### src/rtl/eth_tx_arb.sv
// Two-source round-robin frame arbiter feeding one MAC byte stream; grant is issued one cycle after a sof request.
// The MAC's tx_ack paces the granted source directly; orphan bytes arriving while idle are acked and discarded.
module eth_tx_arb #(
  parameter int unsigned CNT_W = 16
) (
  input  logic             clk_mac,
  input  logic             rst,
  input  logic [1:0]       port_en,
  input  logic [1:0]       src_vld,
  input  logic [15:0]      src_dat,
  input  logic [1:0]       src_sof,
  input  logic [1:0]       src_eof,
  output logic [1:0]       src_ack,
  output logic             tx_vld,
  output logic [7:0]       tx_dat,
  output logic             tx_sof,
  output logic             tx_eof,
  input  logic             tx_ack,
  output logic [CNT_W-1:0] frm_cnt0,
  output logic [CNT_W-1:0] frm_cnt1,
  output logic [7:0]       drop_cnt,
  output logic             underrun
);

  typedef enum logic {
    S_IDLE = 1'b0,
    S_BUSY = 1'b1
  } state_t;

  localparam logic [CNT_W-1:0] CNT_ONE = {{(CNT_W-1){1'b0}}, 1'b1};

  state_t           r_state;
  state_t           w_state_nxt;
  logic             r_grant;
  logic             w_grant_nxt;
  logic             r_last_grant;
  logic             w_last_nxt;
  logic [CNT_W-1:0] r_frm_cnt0;
  logic [CNT_W-1:0] r_frm_cnt1;
  logic [7:0]       r_drop_cnt;
  logic             r_underrun;
  logic             w_underrun_nxt;
  logic             w_frm_done;

  logic [1:0]       w_req;
  logic [1:0]       w_orphan;
  logic             w_winner;
  logic [1:0]       w_drop_inc;
  logic [8:0]       w_drop_sum;
  logic [7:0]       w_drop_nxt;

  logic             w_sel_vld;
  logic [7:0]       w_sel_dat;
  logic             w_sel_sof;
  logic             w_sel_eof;

  assign w_req    = port_en & src_vld & src_sof;
  assign w_orphan = port_en & src_vld & ~src_sof;

  // With both requesting, the port that did not go last wins.
  assign w_winner = (&w_req) ? ~r_last_grant : w_req[1];

  assign w_sel_vld = r_grant ? src_vld[1]     : src_vld[0];
  assign w_sel_dat = r_grant ? src_dat[15:8]  : src_dat[7:0];
  assign w_sel_sof = r_grant ? src_sof[1]     : src_sof[0];
  assign w_sel_eof = r_grant ? src_eof[1]     : src_eof[0];

  assign w_drop_sum = {1'b0, r_drop_cnt} + {7'd0, w_drop_inc};
  assign w_drop_nxt = w_drop_sum[8] ? 8'hFF : w_drop_sum[7:0];

  always_comb begin
    w_state_nxt    = r_state;
    w_grant_nxt    = r_grant;
    w_last_nxt     = r_last_grant;
    w_underrun_nxt = 1'b0;
    w_frm_done     = 1'b0;
    w_drop_inc     = 2'd0;
    src_ack        = 2'b00;
    tx_vld         = 1'b0;
    tx_dat         = 8'h00;
    tx_sof         = 1'b0;
    tx_eof         = 1'b0;
    // Gating on rst drops the stream in the same cycle reset rises, ahead of the flops.
    if (!rst) begin
      case (r_state)
        S_IDLE: begin
          src_ack    = w_orphan;
          w_drop_inc = {1'b0, w_orphan[0]} + {1'b0, w_orphan[1]};
          if (|w_req) begin
            w_state_nxt = S_BUSY;
            w_grant_nxt = w_winner;
          end
        end
        S_BUSY: begin
          tx_vld           = w_sel_vld;
          tx_dat           = w_sel_dat;
          tx_sof           = w_sel_sof;
          tx_eof           = w_sel_eof;
          src_ack[r_grant] = tx_ack;
          if (tx_ack) begin
            if (!w_sel_vld) begin
              // MAC closed the frame on a starved source: truncated, not counted.
              w_state_nxt    = S_IDLE;
              w_last_nxt     = r_grant;
              w_underrun_nxt = 1'b1;
            end else if (w_sel_eof) begin
              w_state_nxt = S_IDLE;
              w_last_nxt  = r_grant;
              w_frm_done  = 1'b1;
            end
          end
        end
        default: w_state_nxt = S_IDLE;
      endcase
    end
  end

  always_ff @(posedge clk_mac or posedge rst) begin
    if (rst) begin
      r_state      <= S_IDLE;
      r_grant      <= 1'b0;
      r_last_grant <= 1'b1;
      r_frm_cnt0   <= '0;
      r_frm_cnt1   <= '0;
      r_drop_cnt   <= 8'd0;
      r_underrun   <= 1'b0;
    end else begin
      r_state      <= w_state_nxt;
      r_grant      <= w_grant_nxt;
      r_last_grant <= w_last_nxt;
      r_drop_cnt   <= w_drop_nxt;
      r_underrun   <= w_underrun_nxt;
      if (w_frm_done) begin
        if (r_grant) begin
          r_frm_cnt1 <= r_frm_cnt1 + CNT_ONE;
        end else begin
          r_frm_cnt0 <= r_frm_cnt0 + CNT_ONE;
        end
      end
    end
  end

  assign frm_cnt0 = r_frm_cnt0;
  assign frm_cnt1 = r_frm_cnt1;
  assign drop_cnt = r_drop_cnt;
  assign underrun = r_underrun;

endmodule

### config.mk
export PLATFORM = sky130hd
export DESIGN_NAME = eth_tx_arb
export DESIGN_NICKNAME = d
export VERILOG_FILES = /design/src/rtl/eth_tx_arb.sv
export SDC_FILE = /design/constraint.sdc
export NUM_CORES = 1
export LEC_CHECK = 0
export ABC_AREA = 1
export ABC_CLOCK_PERIOD_IN_PS = 2700
export BUFFER_PORTS_ARGS = -buffer_cell sky130_fd_sc_hd__buf_4
export CAP_MARGIN = 20
export CORE_MARGIN = 2
export CORE_UTILIZATION = 45
export DETAILED_ROUTE_END_ITERATION = 16
export GPL_ROUTABILITY_DRIVEN = 1
export PLACE_DENSITY = 0.72
export SETUP_SLACK_MARGIN = 0.15
export SLEW_MARGIN = 20
export SYNTH_ARGS = -nofsm -noshare
export SYNTH_HDL_FRONTEND = slang
export SYNTH_SLANG_ARGS = --single-unit
### constraint.sdc
create_clock -name clk_mac -period 2.7 [get_ports clk_mac]
set_clock_uncertainty 0.1 [all_clocks]
set_input_delay 0.405 -clock clk_mac [delete_from_list [all_inputs] [get_ports clk_mac]]
set_output_delay 0.405 -clock clk_mac [all_outputs]
set_load 0.05 [all_outputs]
==> impl_metrics.env, run 1 <==
export IMPL_slowest_stage="fa_1"
export IMPL_track_usage_pct=20.77
export IMPL_cts_sinks=44
export IMPL_syn_area_sq_um=2644
export IMPL_synthSimpleGateAreaFrac_pct=38.24
export IMPL_dp_slack_ns=0.09526
export IMPL_path_delay_family="simple AND/OR/NAND/NOR gates"
export IMPL_fill_cells=551
export IMPL_seq_power_share_pct=36.9
export IMPL_synthCells=360
export IMPL_sw_frac_of_total_pct=43.96
export IMPL_whs_ns=0.04125
export IMPL_setup_viol=0
export IMPL_synthAdderAreaFrac_pct=3.124
export IMPL_cts_setup_buffers=0
export IMPL_clock_latency_ns=0.30
export IMPL_numCtsBuffers=5
export IMPL_routabilityCongestion=0.8330
export IMPL_synth_mux_area_share_pct=0
export IMPL_antenna_left=0
export IMPL_wl_met3_um=223
export IMPL_grt_ovfl_total=0
export IMPL_final_layout_size_suffix_gt1_share_pct=25.23
export IMPL_grt_antenna_before_repair=0
export IMPL_combinationalPowerShare_pct=41.0
export IMPL_die_h_um=80.65
export IMPL_port_buffers=80
export IMPL_slew_limit_headroom_pct=69.85
export IMPL_p_sw_mw=1.105
export IMPL_hold_path_class="in2async"
export IMPL_startpoint_type="primary input"
export IMPL_path_buf_inv=2
export IMPL_cts_tree="yes"
export IMPL_synth_top_family_by_area="simple AND/OR/NAND/NOR gates"
export IMPL_wire_per_inst_um=11.79
export IMPL_power_leakage_nw=1.767
export IMPL_max_stage_delay_ns=0.38
export IMPL_status="completed"
export IMPL_yosysSeqAreaShare_pct=41.69
export IMPL_ir_drop_mv=0.5552
export IMPL_cts_repair_resized=0
export IMPL_top_layer_used="met4"
export IMPL_drv_cap=0
export IMPL_ys_ff_latch=44
export IMPL_syn_nets=393
export IMPL_ctsHtreeMaxLevel=2
export IMPL_core_area_sq_um=5574
export IMPL_syn2layout_area_growth_pct=29.86
export IMPL_layout_setup_ws_ns=0.4354
export IMPL_nNetsFinal=476
export IMPL_wl_um=6085
export IMPL_grt_max_degree=30
export IMPL_cp_cell_sequence="buf_4 > nand2_1 > nor2_1 > ha_1 > nand2_1 > nor2_1 > ha_1 > inv_1 > fa_1 > nor2_1 > and3_1 > nand2_1 > o21ai_0"
export IMPL_dp_hpwl_um=4586
export IMPL_grt_pass1_wl_um=10690
export IMPL_clock_power_share_pct=22.1
export IMPL_ys_warn_count=0
export IMPL_drtIter0Drc=71
export IMPL_clk_path_buf_depth=2
export IMPL_ios=81
export IMPL_critPathRequiredTime_ns=2.81
export IMPL_drc=0
export IMPL_ys_async_sr_fraction_pct=100.0
export IMPL_antenna_cells=0
export IMPL_cp_data_arrival_time_ns=2.38
export IMPL_power_density_nw_per_um2=732.3
export IMPL_critPathCaptureType="register"
export IMPL_dr_total_vias=2515
export IMPL_path_clk_slew_ns=0.09
export IMPL_synth_compound_gate_area_share_pct=3.928
export IMPL_fin_crit_sh_pct=83.87
export IMPL_viasPerCell=4.874
export IMPL_cts_hold_buffers=0
export IMPL_yosys_cell_types_count=32
export IMPL_mostFrequentLayoutCell="nand2_1"
export IMPL_worstMarginPinSlew_ns=0.4523
export IMPL_wl_met1_um=2725
export IMPL_die_area_sq_um=6504
export IMPL_layout_cells_most_common_list="107 x nand2_1, 83 x buf_4, 53 x nor2_1"
export IMPL_synthFlopType="dfrtp_1"
export IMPL_rows=27
export IMPL_synth_enable_flop_cells=0
export IMPL_grt_setup_unrepaired="no"
export IMPL_drtPass1Iterations=4
export IMPL_routed_wl_met2_um=3054
export IMPL_max_freq_mhz=441.6
export IMPL_start_util_pct=47.43
export IMPL_intPower_mw=1.409
export IMPL_slew_violations=0
export IMPL_crit_type="in2reg"
export IMPL_die_w_um=80.65
export IMPL_grt_pass1_vias=2382
export IMPL_ctsRootBufferMaster="clkbuf_8"
export IMPL_avgSynthCellArea_sq_um=7.344
export IMPL_synthXorXnorAreaFrac_pct=5.301
export IMPL_min_period_ns=2.265
export IMPL_hold_viol=0
export IMPL_crit_fanout=8
## synthesized netlist by cell type, types with 3 or more instances
master,count,area share [%]
nand3_1,20,3.8
xor2_1,7,2.3
dfrtp_1,43,41
ha_1,5,2.4
nand4_1,16,3.8
nor3_1,10,1.9
inv_2,3,0.43
o21ai_0,13,2.5
nor2_1,53,7.5
a21oi_1,3,0.57
inv_1,37,5.3
nand2_2,12,2.8
xnor2_1,9,3.0
nand2_1,107,15
## state kept, by name, indices dropped and copies added, names as in the netlist
| name | count |
|---|---|
| drop_cnt | 8 |
| frm_cnt0 | 16 |
| frm_cnt1 | 16 |
| r_grant | 1 |
| r_last_grant | 1 |
| r_state | 1 |
| underrun | 1 |
## area by class of cell
type / count / area (sq um) / share of cell area [%]
Timing Repair Buffer: 83 / 623.1 / 18.15
Tap cell: 72 / 90.09 / 2.624
Clock buffer: 7 / 96.34 / 2.806
Multi-Input combinational cell: 268 / 1338 / 38.96
Inverter: 41 / 153.9 / 4.483
Sequential cell: 44 / 1102 / 32.11
Clock inverter: 1 / 30.03 / 0.8746
## through the flow
stage	cells	util [%]	TNS [ns]	cell area, sq um	total power [mW]
global route	516	61.59	0	3433	2.669
finish	516	61.59	0	3433	2.514
CTS	516	61.59	0	3433	2.535
global placement	508	59.33	0	3307	1.956
floorplan	360	-	-1.867	2644	1.653
detailed placement	508	59.33	0	3307	1.976
## worst reg2reg max path, delay by kind of cell (launching register included)
kind / cells / cell delay, ns
AOI/OAI and AO/OA: 1 / 0.14
DFF: 1 / 0.43
and+or+nand+nor: 5 / 0.73
buffers and inverters: 2 / 0.16
adders and majority gates: 2 / 0.56
## worst paths after layout
kind,slack (ns),cells past startpoint,end,start
min,0.04,3,frm_cnt0[14]$_DFFE_PP0P_,rst
min in group clk_mac,0.31,3,r_last_grant$_DFFE_PP1P_,tx_ack
min reg2reg,0.40,2,r_last_grant$_DFFE_PP1P_,r_last_grant$_DFFE_PP1P_
max in group asynchronous,1.77,4,r_last_grant$_DFFE_PP1P_,rst
max,0.44,13,drop_cnt[2]$_DFF_PP0_,src_vld[1]
max reg2reg,0.51,10,drop_cnt[2]$_DFF_PP0_,r_state$_DFFE_PP0N_
## kinds of logic after synthesis
kind of cell	count (synthesis)
AO/OA/AOI/OAI	20
flip-flops	44
buffers and inverters	48
XOR/XNOR	16
adder cells (fa/ha/maj)	6
AND/OR/NAND/NOR	226
## power by group through the flow
stage | Combinational (mW) | Sequential, mW | Clock (mW)
after global routing | 1.12 | 0.956 | 0.596
after floorplan | 0.428 | 1.22 | 0
after CTS | 1.04 | 0.927 | 0.567
final | 1.03 | 0.928 | 0.555
after detailed placement | 1.04 | 0.938 | 0
after global placement | 1.02 | 0.935 | 0
## metal layers
metal,up-vias,GRT usage (%)
met2,46,36.50
met5,-,0
met4,0,6.271
li1,1296,-
met1,1165,25.45
met3,8,4.382
Note: power is estimated with default switching activity, not from simulation.
==> inputs of run 2 (changes only) <==
--- a/config.mk
+++ b/config.mk
@@ -5,15 +5,15 @@
 export SDC_FILE = /design/constraint.sdc
 export NUM_CORES = 1
 export LEC_CHECK = 0
-export ABC_AREA = 1
-export ABC_CLOCK_PERIOD_IN_PS = 2700
+export ABC_AREA = 0
+export ABC_CLOCK_PERIOD_IN_PS = 1900
 export BUFFER_PORTS_ARGS = -buffer_cell sky130_fd_sc_hd__buf_4
 export CAP_MARGIN = 20
 export CORE_MARGIN = 2
 export CORE_UTILIZATION = 45
 export DETAILED_ROUTE_END_ITERATION = 16
 export GPL_ROUTABILITY_DRIVEN = 1
-export PLACE_DENSITY = 0.72
+export PLACE_DENSITY = 0.77
 export SETUP_SLACK_MARGIN = 0.15
 export SLEW_MARGIN = 20
 export SYNTH_ARGS = -nofsm -noshare
==> constraint.sdc (replaced) <==
create_clock -name clk_mac -period 1.9 [get_ports clk_mac]
set_clock_uncertainty 0.1 [all_clocks]
set_input_delay 0.285 -clock clk_mac [delete_from_list [all_inputs] [get_ports clk_mac]]
set_output_delay 0.285 -clock clk_mac [all_outputs]
set_load 0.05 [all_outputs]
==> run 2 against run 1 <==
First-iteration DRC count increased by 2.8%. Worst setup slack worse by 0.40 ns. Largest power group unchanged. Register-to-register slack got worse by 0.44 ns. Die area decreased by 12%. Via count is 20% lower. Highest routed layer unchanged. Combinational power rose by 98%. Sequential share of layout area fell by 2.4 points.
==> impl_metrics.env, run 2 <==
export IMPL_status="completed"
export IMPL_ios=81
export IMPL_crit_fanout=9
export IMPL_critPathRequiredTime_ns=1.51
export IMPL_timing_rr_end="frm_cnt1[14]$_DFFE_PP0P_"
export IMPL_dp_slack_ns=-0.2357
export IMPL_track_usage_pct=21.17
export IMPL_fin_crit_sh_pct=98.09
export IMPL_grt_antenna_before_repair=0
export IMPL_grt_pass1_wl_um=9135
export IMPL_r2r_start="r_state$_DFFE_PP0N_"
export IMPL_grt_ovfl_total=0
export IMPL_placed_cell_area_sq_um=3268
export IMPL_top_usage_layer="met2"
export IMPL_max_freq_mhz=536.5
export IMPL_drtIter0Drc=73
export IMPL_slew_violations=0
export IMPL_path_clk_slew_ns=0.08
export IMPL_rows=26
export IMPL_synthCells=226
export IMPL_syn_area_sq_um=2317
export IMPL_slew_limit_headroom_pct=62.79
export IMPL_crit_type="reg2out"
export IMPL_layout_setup_ws_ns=0.03622
export IMPL_yosys_cell_types_count=36
export IMPL_whs_ns=0.2561
export IMPL_stdcell_area_sq_um=3744
export IMPL_ys_warn_count=0
export IMPL_port_buffers=80
export IMPL_utilization_pct=74.24
export IMPL_gr_usage_met3_pct=4.497
export IMPL_antenna_cells=0
export IMPL_power_leakage_nw=1.787
export IMPL_synth_area_top_cells="dfrtp_1 46%, xnor2_1 6.8%, xor2_1 5.3%"
export IMPL_ff2ff_setup_slack_ns=0.07
export IMPL_drc=0
export IMPL_cp_data_arrival_time_ns=1.48
export IMPL_die_area_sq_um=5740
export IMPL_numCtsBuffers=5
export IMPL_seq_power_share_pct=32.2
export IMPL_sw_frac_of_total_pct=42.31
export IMPL_avgSynthCellArea_sq_um=10.25
export IMPL_tns_ns=0
export IMPL_startpoint_type="register"
export IMPL_clock_power_share_pct=14.6
export IMPL_grt_max_degree=45
export IMPL_ctsRootBufferMaster="clkbuf_8"
export IMPL_layout_cells_most_common_list="80 x buf_4, 34 x dfrtp_1, 17 x nand2_1"
export IMPL_power_density_nw_per_um2=1027
export IMPL_drv_cap=0
export IMPL_yosys_cell_count_top_type="dfrtp_1"
export IMPL_intPower_mw=2.218
export IMPL_synthFlopType="dfrtp_1"
export IMPL_die_w_um=75.76
export IMPL_core_area_sq_um=5042
export IMPL_synth_commonest_cells="43 x dfrtp_1, 26 x nor2_1, 22 x nand2_1, 18 x xnor2_1, 15 x nand3_1"
export IMPL_placed_cells=384
export IMPL_hold_viol=0
export IMPL_worstMarginPinSlew_ns=0.5581
export IMPL_reg2regPathDepth=5
export IMPL_start_util_pct=45.96
export IMPL_yosysSeqAreaShare_pct=47.57
export IMPL_synth_top_cell_by_area="dfrtp_1"
export IMPL_cts_tree="yes"
export IMPL_total_power_mw=3.844
export IMPL_ys_async_sr_fraction_pct=100.0
export IMPL_p_sw_mw=1.626
export IMPL_use_met1_pct=27.38
export IMPL_grt_setup_unrepaired="yes"
export IMPL_antenna_left=0
export IMPL_synth_enable_flop_cells=0
export IMPL_wire_per_inst_um=14.48
export IMPL_min_period_ns=1.864
export IMPL_die_h_um=75.76
export IMPL_critPathCaptureType="output pin"
export IMPL_ys_ff_latch=44
export IMPL_wl_um=5807
export IMPL_setup_viol=0
export IMPL_dp_hpwl_um=4052
export IMPL_combinationalPowerShare_pct=53.1
export IMPL_netlist_area_leader_share_pct=46.44
export IMPL_use_met2_pct=34.67
export IMPL_finalNonFillerCells=401
export IMPL_ctsHtreeMaxLevel=2
export IMPL_endpoint="tx_sof"
export IMPL_viasPerCell=5.045
export IMPL_cts_hold_buffers=0
export IMPL_syn_nets=259
export IMPL_cts_sinks=44
export IMPL_ir_drop_mv=0.7610
export IMPL_mostFrequentLayoutCell="buf_4"
export IMPL_routabilityCongestion=0.7898
export IMPL_grt_pass1_vias=1967
export IMPL_final_layout_size_suffix_gt1_share_pct=53.47
export IMPL_dr_total_vias=2023
export IMPL_drtPass1Iterations=4
export IMPL_clk_path_buf_depth=2
export IMPL_hold_path_class="in2async"
export IMPL_syn2layout_area_growth_pct=61.56
export IMPL_nNetsFinal=363
export IMPL_crit_start="r_state$_DFFE_PP0N_"
export IMPL_clock_latency_ns=0.30
run 2: cell types whose count changed in the layout (fill, tap and decap cells not counted), sizes merged, moves of 12 or more:
cell and delta:
nor2 -29, nand2 -98, inv -31, mux2i +12, o21ai -15, buf +19
run 2: critical path: stages, from the launching register on:
cell	delay (ns)
dfrtp_1	0.37
buf_4	0.21
nand2_2	0.14
buf_12	0.19
nor2_4	0.07
buf_4	0.20
run 2: logic make-up after synthesis:
family	synth area share, %
flip-flops	47.57
AO/OA/AOI/OAI	3.888
buffers and inverters	2.646
AND/OR/NAND/NOR	24.08
XOR/XNOR	12.10
adder cells (fa/ha/maj)	3.564
multiplexers	6.156
run 2: cell type report:
class | count | area (sq um)
Clock buffer | 7 | 76.32
Clock inverter | 1 | 5.005
Fill cell | 354 | 1299
Inverter | 10 | 41.29
Multi-Input combinational cell | 167 | 1529
Sequential cell | 44 | 1114
Tap cell | 70 | 87.58
Timing Repair Buffer | 102 | 890.9
run 2: repair_timing:
item                       4_1_cts  5_1_grt
gates resized for setup         36       32
hold endpoints to repair         0        0
gates cloned                     0        0
pin swaps                        3       13
setup endpoints to repair       23       46
setup buffers                    3        6
run 2: layer usage:
metal	part of all wire (%)	routed length (um)	vias up
met5	0	0	-
met4	0.76	44	0
met3	4.2	242	6
met2	52	3020	51
met1	43	2499	988
li1	-	-	978
run 2: worst min-delay path by stage:
stage / endpoint / cells after the start / slack [ns]
2_1_floorplan: drop_cnt[0]$_DFF_PP0_ / 1 / 0.20
3_3_place_gp: frm_cnt0[15]$_DFFE_PP0P_ / 1 / 0.36
3_5_place_dp: frm_cnt1[15]$_DFFE_PP0P_ / 1 / 0.37
4_1_cts: r_state$_DFFE_PP0N_ / 3 / 0.25
5_1_grt: r_state$_DFFE_PP0N_ / 3 / 0.28
6_report: drop_cnt[6]$_DFF_PP0_ / 4 / 0.26
run 2: power by group through the flow:
stage / sequential, mW / combinational (mW) / clock, mW
2_1_floorplan: 1.54 / 0.843 / 0
3_3_place_gp: 1.25 / 1.58 / 0
3_5_place_dp: 1.26 / 1.61 / 0
4_1_cts: 1.23 / 1.92 / 0.586
5_1_grt: 1.26 / 2.16 / 0.630
6_report: 1.24 / 2.04 / 0.562
